## src/rtl/sensor_debouncer_if.sv

```systemverilog
// Sensor-side bundle for sensor_debouncer: raw BTN1/BTN2 in, clean levels,
// edge strobes and the 2-bit PAIR code out.
interface sensor_debouncer_if;
  logic       BTN1;
  logic       BTN2;
  logic       BTN1_DB;
  logic       BTN2_DB;
  logic       BTN1_RISE;
  logic       BTN1_FALL;
  logic       BTN2_RISE;
  logic       BTN2_FALL;
  logic [1:0] PAIR;
  logic       CHG;

  modport master (
    output BTN1, BTN2,
    input  BTN1_DB, BTN2_DB, BTN1_RISE, BTN1_FALL, BTN2_RISE, BTN2_FALL, PAIR, CHG
  );

  modport slave (
    input  BTN1, BTN2,
    output BTN1_DB, BTN2_DB, BTN1_RISE, BTN1_FALL, BTN2_RISE, BTN2_FALL, PAIR, CHG
  );
endinterface

```

## src/rtl/sensor_debouncer.sv

```systemverilog
// Dual-channel synchroniser + debouncer feeding the entry/exit sequence FSM
// with bounce-free levels, single-cycle edge strobes and a PAIR-change strobe.
module sensor_debouncer #(
  parameter int unsigned DEBOUNCE_CYCLES = 16,
  parameter int unsigned CNT_W           = 8
) (
  input  logic               CLK,
  input  logic               RST,
  sensor_debouncer_if.slave  bus
);

  localparam int unsigned      NCH      = 2;
  localparam logic [CNT_W-1:0] CNT_LAST = CNT_W'(DEBOUNCE_CYCLES - 1);

  typedef enum logic [1:0] {
    IDLE_LO = 2'd0,
    CHK_HI  = 2'd1,
    IDLE_HI = 2'd2,
    CHK_LO  = 2'd3
  } state_t;

  logic [NCH-1:0]   w_raw;
  logic [NCH-1:0]   r_s1;
  logic [NCH-1:0]   r_s;
  state_t           r_state     [NCH];
  state_t           w_state_nxt [NCH];
  logic [CNT_W-1:0] r_cnt       [NCH];
  logic [CNT_W-1:0] w_cnt_nxt   [NCH];
  logic [NCH-1:0]   r_db;
  logic [NCH-1:0]   r_rise;
  logic [NCH-1:0]   r_fall;
  logic             r_chg;
  logic [NCH-1:0]   w_db_nxt;
  logic [NCH-1:0]   w_rise_nxt;
  logic [NCH-1:0]   w_fall_nxt;
  logic             w_chg_nxt;

  assign w_raw = {bus.BTN2, bus.BTN1};

  // State register: synchronisers, FSM state, counters and registered outputs
  always_ff @(posedge CLK or negedge RST) begin
    if (!RST) begin
      r_s1   <= '0;
      r_s    <= '0;
      r_db   <= '0;
      r_rise <= '0;
      r_fall <= '0;
      r_chg  <= 1'b0;
      for (int i = 0; i < NCH; i++) begin
        r_state[i] <= IDLE_LO;
        r_cnt[i]   <= '0;
      end
    end else begin
      r_s1   <= w_raw;
      r_s    <= r_s1;
      r_db   <= w_db_nxt;
      r_rise <= w_rise_nxt;
      r_fall <= w_fall_nxt;
      r_chg  <= w_chg_nxt;
      for (int i = 0; i < NCH; i++) begin
        r_state[i] <= w_state_nxt[i];
        r_cnt[i]   <= w_cnt_nxt[i];
      end
    end
  end

  // Next-state: any return to the old level inside the window restarts from zero
  always_comb begin
    for (int i = 0; i < NCH; i++) begin
      w_state_nxt[i] = r_state[i];
      w_cnt_nxt[i]   = r_cnt[i];
      case (r_state[i])
        IDLE_LO: begin
          if (r_s[i]) begin
            w_state_nxt[i] = CHK_HI;
            w_cnt_nxt[i]   = CNT_W'(1);
          end else begin
            w_cnt_nxt[i] = '0;
          end
        end
        CHK_HI: begin
          if (!r_s[i]) begin
            w_state_nxt[i] = IDLE_LO;
            w_cnt_nxt[i]   = '0;
          end else if (r_cnt[i] == CNT_LAST) begin
            w_state_nxt[i] = IDLE_HI;
            w_cnt_nxt[i]   = '0;
          end else begin
            w_cnt_nxt[i] = r_cnt[i] + CNT_W'(1);
          end
        end
        IDLE_HI: begin
          if (!r_s[i]) begin
            w_state_nxt[i] = CHK_LO;
            w_cnt_nxt[i]   = CNT_W'(1);
          end else begin
            w_cnt_nxt[i] = '0;
          end
        end
        CHK_LO: begin
          if (r_s[i]) begin
            w_state_nxt[i] = IDLE_HI;
            w_cnt_nxt[i]   = '0;
          end else if (r_cnt[i] == CNT_LAST) begin
            w_state_nxt[i] = IDLE_LO;
            w_cnt_nxt[i]   = '0;
          end else begin
            w_cnt_nxt[i] = r_cnt[i] + CNT_W'(1);
          end
        end
        default: begin
          w_state_nxt[i] = IDLE_LO;
          w_cnt_nxt[i]   = '0;
        end
      endcase
    end
  end

  // Output decode: level and strobe update only on an accepted window
  always_comb begin
    w_db_nxt   = r_db;
    w_rise_nxt = '0;
    w_fall_nxt = '0;
    for (int i = 0; i < NCH; i++) begin
      if (r_state[i] == CHK_HI && r_s[i] && r_cnt[i] == CNT_LAST) begin
        w_db_nxt[i]   = 1'b1;
        w_rise_nxt[i] = 1'b1;
      end
      if (r_state[i] == CHK_LO && !r_s[i] && r_cnt[i] == CNT_LAST) begin
        w_db_nxt[i]   = 1'b0;
        w_fall_nxt[i] = 1'b1;
      end
    end
    w_chg_nxt = |{w_rise_nxt, w_fall_nxt};
  end

  assign bus.BTN1_DB   = r_db[0];
  assign bus.BTN2_DB   = r_db[1];
  assign bus.BTN1_RISE = r_rise[0];
  assign bus.BTN1_FALL = r_fall[0];
  assign bus.BTN2_RISE = r_rise[1];
  assign bus.BTN2_FALL = r_fall[1];
  assign bus.PAIR      = r_db;
  assign bus.CHG       = r_chg;

endmodule

```

## src/flat_wrapper.sv

```systemverilog
// flat-port wrapper written by rule: the top's interface ports become plain ports
module sensor_debouncer_flat 
#(
  parameter int unsigned DEBOUNCE_CYCLES = 16,
  parameter int unsigned CNT_W           = 8
)
  (CLK, RST, bus_BTN1, bus_BTN2, bus_BTN1_DB, bus_BTN2_DB, bus_BTN1_RISE, bus_BTN1_FALL, bus_BTN2_RISE, bus_BTN2_FALL, bus_PAIR, bus_CHG);
  sensor_debouncer_if bus_i ();
  input  logic CLK;
  input  logic RST;
  input wire logic [$bits(bus_i.BTN1)-1:0] bus_BTN1;
  input wire logic [$bits(bus_i.BTN2)-1:0] bus_BTN2;
  output wire logic [$bits(bus_i.BTN1_DB)-1:0] bus_BTN1_DB;
  output wire logic [$bits(bus_i.BTN2_DB)-1:0] bus_BTN2_DB;
  output wire logic [$bits(bus_i.BTN1_RISE)-1:0] bus_BTN1_RISE;
  output wire logic [$bits(bus_i.BTN1_FALL)-1:0] bus_BTN1_FALL;
  output wire logic [$bits(bus_i.BTN2_RISE)-1:0] bus_BTN2_RISE;
  output wire logic [$bits(bus_i.BTN2_FALL)-1:0] bus_BTN2_FALL;
  output wire logic [$bits(bus_i.PAIR)-1:0] bus_PAIR;
  output wire logic [$bits(bus_i.CHG)-1:0] bus_CHG;
  assign bus_i.BTN1 = bus_BTN1;
  assign bus_i.BTN2 = bus_BTN2;
  assign bus_BTN1_DB = bus_i.BTN1_DB;
  assign bus_BTN2_DB = bus_i.BTN2_DB;
  assign bus_BTN1_RISE = bus_i.BTN1_RISE;
  assign bus_BTN1_FALL = bus_i.BTN1_FALL;
  assign bus_BTN2_RISE = bus_i.BTN2_RISE;
  assign bus_BTN2_FALL = bus_i.BTN2_FALL;
  assign bus_PAIR = bus_i.PAIR;
  assign bus_CHG = bus_i.CHG;
  sensor_debouncer #(.DEBOUNCE_CYCLES(DEBOUNCE_CYCLES), .CNT_W(CNT_W)) u_core (.CLK(CLK), .RST(RST), .bus(bus_i));
endmodule
```

## config.mk

```make
export PLATFORM = sky130hd
export DESIGN_NAME = sensor_debouncer_flat
export DESIGN_NICKNAME = d
export VERILOG_FILES = /design/src/rtl/sensor_debouncer_if.sv /design/src/rtl/sensor_debouncer.sv /design/src/flat_wrapper.sv
export SDC_FILE = /design/constraint.sdc
export NUM_CORES = 1
export LEC_CHECK = 0
export CAP_MARGIN = 20
export CORE_ASPECT_RATIO = 1.5
export CORE_UTILIZATION = 35
export DETAILED_ROUTE_END_ITERATION = 6
export GPL_TIMING_DRIVEN = 0
export SLEW_MARGIN = 25
export SYNTH_ARGS = -nofsm -noshare
export SYNTH_HDL_FRONTEND = slang
export SYNTH_SLANG_ARGS = --single-unit
```

## constraint.sdc

```tcl
create_clock -name CLK -period 2.4 [get_ports CLK]
set_clock_uncertainty 0.2 [all_clocks]
set_input_delay 0.72 -clock CLK [delete_from_list [all_inputs] [get_ports CLK]]
set_output_delay 0.72 -clock CLK [all_outputs]
set_load 0.05 [all_outputs]
```

==> impl.org, run 1 <==
** CTS
- Clock latency on the worst-skew pair, taken at its later pin, is roughly 0.28 ns.
- The clock passes through at most 2 buffers.
- Num Clock Sinks :: 31
- TritonCTS created 5 clock buffers.
- Maximum level of the CTS H-tree :: 2
- TritonCTS built the clock tree.
- In this run the clock root is driven by a clkbuf_8.
- CTS clk-pin slew, worst paths :: ~0.060 ns

** Die
- Die height :: 79.0 um
- Die area :: 4220 um2
- Horiz. Die Dim :: between 50 and 60 um
- The region available for standard cell placement spans about 3700 um2.
- Starting Density :: 37.3%
- Row generation in the floorplan step produced 27 rows.
- Pin placement for this block handled 13 I/O pins.

** Critical path
- Slowest cell on the critical path :: clkdlybuf4s50_1
- Data required time at the worst endpoint :: ~1.5 ns
- Worst setup path class :: flop to output pin
- Cell family contributing the most delay on the critical path :: buffers and inverters
- Critical path peak fanout :: 1
- STA classifies the critical path startpoint as a flop.
- The number of buffers and inverters on the critical path is 1.
- Number of cell instances on the worst register-to-register path :: 5
- The largest single stage delay on the critical path is 0.80 ns.
- Walking the worst path, the cells encountered are clkdlybuf4s50_1.
- Register-to-register setup slack :: 0.42 ns
- In this run the number of cells on the critical path is 1.
- STA classifies the critical path endpoint as an output pin.
- The critical path starts at u_core.r_rise[0].
- WP data arrival :: ~1.4 ns
- R2R Path Start :: u_core.r_cnt[0]

** Routing
- Post-route antenna net violation count :: 0
- Length of the first detailed-routing pass in iterations :: 4
- Remaining design rule violation count :: 0
- Number of DRC markers after the initial detailed-route iteration :: 12
- Final wirelength :: 2450 um
- Average wire per cell in the routed design :: 13.5 um
- Using the TritonRoute via totals, the vias-per-cell ratio works out to 5.46.
- The routed layout has just under 1,000 vias.

** STA
- Number of endpoints failing setup at the final stage :: 0
- Once routing completed, OpenROAD measured the worst setup slack at 0.0674 ns.
- Highest clock frequency the design can meet :: 429 MHz
- Remaining max-slew budget at the tightest pin :: 54.6%
- Adding up every negative setup slack in the final design gives 0 ns.
- RSZ-0062 raised after global routing :: no
- Final hold violation count :: 0
- The final-report max-slew violation count is 0.
- Slew at the pin closest to its max-slew limit :: 0.681 ns
- Final critical delay including setup and external delays :: 2.33 ns
- Final Cycle Share :: 97.2%

** Min path
- Class of the most critical hold timing path :: flop to flop
- End of the worst hold path :: u_core.r_s[0]
- Hold Path Stages :: 0
- HP Start :: u_core.r_s1[0]

** Pwr
- Summed over all cells, the static leakage comes to between 0.7 and 0.8 nW.
- Cell Pwr Density :: 617 nW/um2
- Highest ir drop seen on vdd :: 0.000503 V

** Place
- DP Area :: ~1600 um2
- At the end of routability-driven placement, the weighted congestion stood at 0.752.
- HPWL after detailed placement :: 1720 um
- Input and output buffers added on the ports amount to 12.
- Pre-CTS worst setup slack :: 0.206 ns

** Synthesis
- Counting flops with a built-in enable in the synthesized netlist gives 0.
- dfrtp_1 takes more of the synthesized area than any other cell.
- Number of instances in the synthesized netlist :: 119
- The Yosys step of the flow raised 0 warnings.
- After synthesis, the share of flip-flops with an asynchronous set or reset is 100%.
- Total of flip-flops plus latches after synthesis :: 31
- Flip-flop cell with the highest count after synthesis :: dfrtp_1
- Of the synthesized area, sequential elements account for 56.0%.
- Portion of synthesized cell area occupied by the leading cell type :: 56.0%
- Top post-synthesis cells by area :: dfrtp_1 (56%), nor4_4 (3.1%), a21oi_1 (2.9%)
- The number of nets in the synthesized netlist is 125.
- Netlist area before placement :: 1390 um2
- Mean area per synthesized cell :: 11.6 um2
- Yosys mapped the design onto 37 distinct sky130hd cell types.

** Cells and area
- Final layout net count :: 144
- Final design utilization :: 44.5%
- The finished cells cover 1650 um2.
- Antenna fix cells :: 0
- The area growth from synthesis to layout is 19.3%.
- Ratio of cells with drive above 1 in the final layout :: 13.7%
- After filler insertion, the fill cell instance count of the layout stands at ~370.

** Global routing
- Antenna violations before repair :: 0
- The number of global-route vias before repair is between 900 and 1,000.
- The first global-routing pass estimated 4280 um of wire.
- After global routing the overflow that remains totals 0.
- Global routing usage summed across all routing layers :: 14.0%
- Pin count of the biggest net entering global routing :: 32

** Status
- The run finished with clean final reports.

** Flow run
- Number of maximum-capacitance constraint violations :: 0
[report_power, final]
group | internal [mW] | switching, mW
logic | 0.0138 | 0.0208
registers | 0.532 | 0.0117
clock network | 0.261 | 0.180
[Yosys cell counts (2+ instances only)]
cell	number
nand4_1	2
mux2_4	2
a31oi_1	3
a22o_1	2
a41oi_1	2
a311oi_1	2
a221oi_1	2
or3_1	6
nand3_1	4
nor3b_1	3
ha_1	2
dfrtp_1	31
xnor2_1	3
nand2_1	7
nor4_4	2
o21ai_0	6
or3_2	2
clkbuf_1	3
inv_1	6
and3_1	2
nor2_1	3
a21oi_1	8
buf_4	2
[timing repair]
item,CTS,global route
endpoints found under the setup margin,3,1
hold buffers,0,0
setup buffers,0,0
resized for setup,3,1
[cell usage in the layout (no fill, tap or decap), types with 2 or more instances in the layout]
master | netlist | routed
dfrtp_1 | 31 | 31
a21oi_1 | 8 | 8
nand2_1 | 7 | 7
clkbuf_8 | 0 | 7
clkdlybuf4s50_1 | 0 | 7
inv_1 | 6 | 6
o21ai_0 | 6 | 6
or3_1 | 6 | 6
nand3_1 | 4 | 4
clkbuf_1 | 3 | 4
xnor2_1 | 3 | 3
a31oi_1 | 3 | 3
nor2_1 | 3 | 3
nor3b_1 | 3 | 3
dlygate4sd2_1 | 0 | 3
nand4_1 | 2 | 2
or3_2 | 2 | 2
nor4_4 | 2 | 2
a22o_1 | 2 | 2
a311oi_1 | 2 | 2
and3_1 | 2 | 2
a221oi_1 | 2 | 2
mux2_4 | 2 | 2
a41oi_1 | 2 | 2
ha_1 | 2 | 2
buf_4 | 2 | 2
[cell type report]
| cell class | instances | area, um2 | area share, % |
|---|---|---|---|
| repair buffers | 12 | 114 | 6.89 |
| well taps | 43 | 53.8 | 3.26 |
| clock buffers | 8 | 100 | 6.06 |
| flip-flops and latches | 31 | 776 | 46.9 |
| multi-input cells | 77 | 561 | 33.9 |
| inverters | 6 | 22.5 | 1.36 |
| plain buffers | 5 | 26.3 | 1.59 |
[metal layers]
metal  wire length (um)  global-route usage (%)
met1               1040                    15.6
met2               1250                    22.5
met3                108                    4.60
met4                 52                    7.89
met5                  0                       0
[how the worst max path moves through the flow]
stage                            endpoint  slack [ns]
final                       bus_BTN1_RISE        0.07
after global routing        bus_BTN1_FALL        0.02
after global placement    u_core.r_cnt[3]       -0.13
after CTS                     bus_BTN2_DB        0.02
after floorplan               bus_PAIR[0]        0.56
after detailed placement      bus_PAIR[0]        0.21
[cells by family (layout without fill, tap and decap cells)]
logic type,count (synthesis),after routing,share of synthesized area (%)
DFF,31,31,56.0
xor gates and xnor gates,4,4,2.53
buffers and inverters,11,31,3.52
AOI/OAI and AO/OA,31,31,15.0
muxes,2,2,2.17
adders and majority gates,2,2,1.81
and+or+nand+nor,38,38,19.0
[through the flow]
stage | cells | hold slack [ns] | total power [mW]
after detailed placement | 174 | 0.136 | 0.589
after floorplan | 119 | 0.131 | 0.569
after global routing | 182 | 0.174 | 1.06
final | 182 | 0.156 | 1.02
after global placement | 174 | 0.136 | 0.589
after CTS | 182 | 0.159 | 1.04
[state kept, by name, summed over array words and instances, names as in the netlist, named ones only]
| register | count |
|---|---|
| u_core.r_rise | 2 |
| u_core.r_s1 | 2 |
| u_core.r_s | 2 |
| u_core.r_fall | 2 |
| u_core.r_cnt | 16 |
| u_core.bus.PAIR | 2 |
| u_core.bus.CHG | 1 |
| u_core.r_state | 2 |
(Power assumes the default switching activity.)
==> inputs of run 2 (changes only) <==
Settings changed: CORE_UTILIZATION 35 to 50, PLACE_DENSITY set to 0.71.
==> impl.org, run 2 (synthesis results as in run 1) <==
** Status
- Run status :: complete, no violations

** Routing
- Summed over all layers, the routed wires come to ~2500 um.
- Remaining design rule violation count :: 0
- Length of the first detailed-routing pass in iterations :: 4
- Average wire per cell in the routed design :: between 10 and 15 um
- Overall via count from detail_route :: 983
- The count of nets left with antenna violations once routing finished came out at 0.
- Post-DR vias/cell :: ~5.6
- For this block, the initial DRC count from the detailed router was 23.

** Global routing
- The total overflow left after global routing is 0.
- Entering global routing, the biggest net connects 32 pins.
- Antenna violations before repair :: 0
- The first global-routing pass estimated ~4300 um of wire.
- Global routing used 21.0% of the available tracks.
- The number of global-route vias before repair was 981.

** Cells and area
- Leaving out filler cells and counting taps, the final layout contains 176.
- Largest register FFs :: 16
- Final layout net count :: 144
- Multi-input gate area in the final layout :: 561 um2
- The top cell types in the final layout, fill and taps aside, are dfrtp_1 (31), a21oi_1 (8), nand2_1 (7), clkdlybuf4s50_1 (7).
- Of the cells placed in the final design, the portion with a size suffix greater than 1 is between 10 and 15%.
- Across the whole layout, storage elements account for 776 um2.
- The number of antenna diodes in the final layout is 0.
- Final design utilization :: about 61%
- Ranked by flip-flop count, first place goes to u_core.r_cnt.
- The library cell used most frequently in the layout, excluding fill and tap cells, is dfrtp_1.
- Area grow syn2layout :: 17.3%
- Filler Cells Inserted :: 231

** Flow run
- Across the run, the number of max-cap violations was 0.

** CTS
- After clock tree synthesis, the repair step resized 4 gates.
- After clock tree synthesis, the clock-pin slew on the worst setup and hold paths is 0.06 ns.
- Buffers added to address setup during post-CTS repair amount to 0.
- TritonCTS built the clock tree.
- CTS built an H-tree with a depth of 2.
- Maximum root-to-sink buffer count :: 2
- Counting every sink on the clock net gives 31.
- The number of clock buffers added by TritonCTS is 5.
- Clock latency on the worst-skew pair, taken at its later pin, is 0.29 ns.
- Buffers inserted to repair hold after CTS numbered 0.
- CTS Root Cell :: clkbuf_8

** Critical path
- For the worst setup path, the data arrival time is around 1.4 ns.
- Slowest cell delay on critical path :: 0.80 ns
- Along the worst path, the maximum fanout reaches 1.
- Data required time at the worst endpoint :: ~1.5 ns
- Walking the worst path, the cells encountered are clkdlybuf4s50_1.
- CP bufs+invs :: 1
- The worst setup path is launched from a flop.
- Critical path endpoint category :: output pin
- The largest individual stage delay along the critical path comes from the cell clkdlybuf4s50_1.
- Worst setup path class :: flop to output pin
- Cell family contributing the most delay on the critical path :: buffers and inverters

** Pwr
- In this run the power density over the cells is 598 nW/um2.
- Net switching is 23.4% of the power.
- The internal power of the cells totals 0.744 mW.
- Per report_power, the clock group accounts for between 40 and 50% of the total.
- In this run the static leakage power is 0.701 nW.
- Combinational logic burns 3.6% of the power.
- Part of the power in registers :: a little under three fifths
- Summed over all nets, the switching power comes to 0.227 mW.
- Highest ir drop seen on vdd :: approximately 0.00048 V

** STA
- The number of hold violations in the final report came to 0.
- Final setup margin :: roughly 0.059 ns
- The routed design could run at a clock period as short as 2.34 ns.
- Headroom to the max-slew limit came out at 54.9%.
- Highest clock frequency the design can meet :: around 430 MHz
- At the pin with the least slew margin, the transition time is 0.677 ns.
- Setup repair after global routing left no endpoint under its margin.
- The final-report max-slew violation count came to 0.
- Number of endpoints failing setup at the final stage :: 0
- Dividing the final minimum period by the clock period gives between 90% and 100%.

** Min path
- Class of the most critical hold timing path :: flop to flop

** Place
- The count of buffers added on input and output ports is 12.
- Timing analysis after detailed placement gives a worst setup slack of ~0.21 ns.
- The congestion estimate from routability-driven global placement came to between 0.7 and 0.8.
- Including well taps, the total number of placed cells is 168.
- HPWL after detailed placement :: between 1500 and 2000 um

** Die
- For this configuration, the core starts out at a cell density of 52.3%.
- Number of placed I/O pins :: 13
- In this run the horizontal extent of the chip is 45.0 um.
- The die is 66.5 um tall.
- Die area :: roughly 3000 um2
- In this run the core area contains 23 standard-cell rows.
- Core region area :: 2650 um2
-- run 2: cell types whose count changed in the layout (fill, tap and decap cells not counted), sizes merged --
cell | previous run | this run
clkinv | 0 | 3
dlygate4sd2 | 3 | 4
dlymetal6s2s | 1 | 0
clkbuf | 11 | 8
-- run 2: power groups by stage --
stage	Sequential [mW]	Clock (mW)	Combinational, mW
after floorplan	0.551	0	0.0179
after global placement	0.553	0	0.0358
after detailed placement	0.553	0	0.0364
after CTS	0.544	0.407	0.0364
after global routing	0.545	0.431	0.0416
final	0.544	0.392	0.0351
-- run 2: stage by stage --
step	setup TNS [ns]	hold slack, ns	area [um2]	total power [mW]
final	0	0.152	1630	0.971
after global routing	0	0.167	1630	1.02
after CTS	0	0.159	1630	0.987
after detailed placement	0	0.143	1550	0.590
after global placement	-4.25	0.135	1550	0.589
after floorplan	0	0.131	1390	0.569
-- run 2: final cells by class --
cell class / count / share of cell area, %
Sequential cell: 31 / 47.7
Multi-Input combinational cell: 77 / 34.5
Timing Repair Buffer: 12 / 6.77
Clock buffer: 5 / 4.23
Tap cell: 37 / 2.85
Buffer: 5 / 1.62
Inverter: 6 / 1.39
Clock inverter: 3 / 0.924
-- run 2: path summary, 6_finish.rpt --
kind / startpoint / endpoint / slack, ns / cells after the start
worst max-delay path: u_core.bus.CHG / bus_CHG / 0.06 / 1
worst min-delay path: u_core.r_s1[1] / u_core.r_s[1] / 0.15 / 0
worst max register to register: u_core.r_cnt[0] / flop / 0.48 / 5
worst min register to register: u_core.r_s1[1] / u_core.r_s[1] / 0.15 / 0
max in group asynchronous: RST / u_core.r_cnt[12] / 1.30 / 1
min in group asynchronous: RST / u_core.r_cnt[5] / 0.27 / 1
-- run 2: routing by layer --
layer / global-route usage, % / part of all wire (%)
met1: 22.7 / 40
met2: 34.4 / 53
met3: 7.86 / 4.2
met4: 11.4 / 2.6
met5: 0 / 0
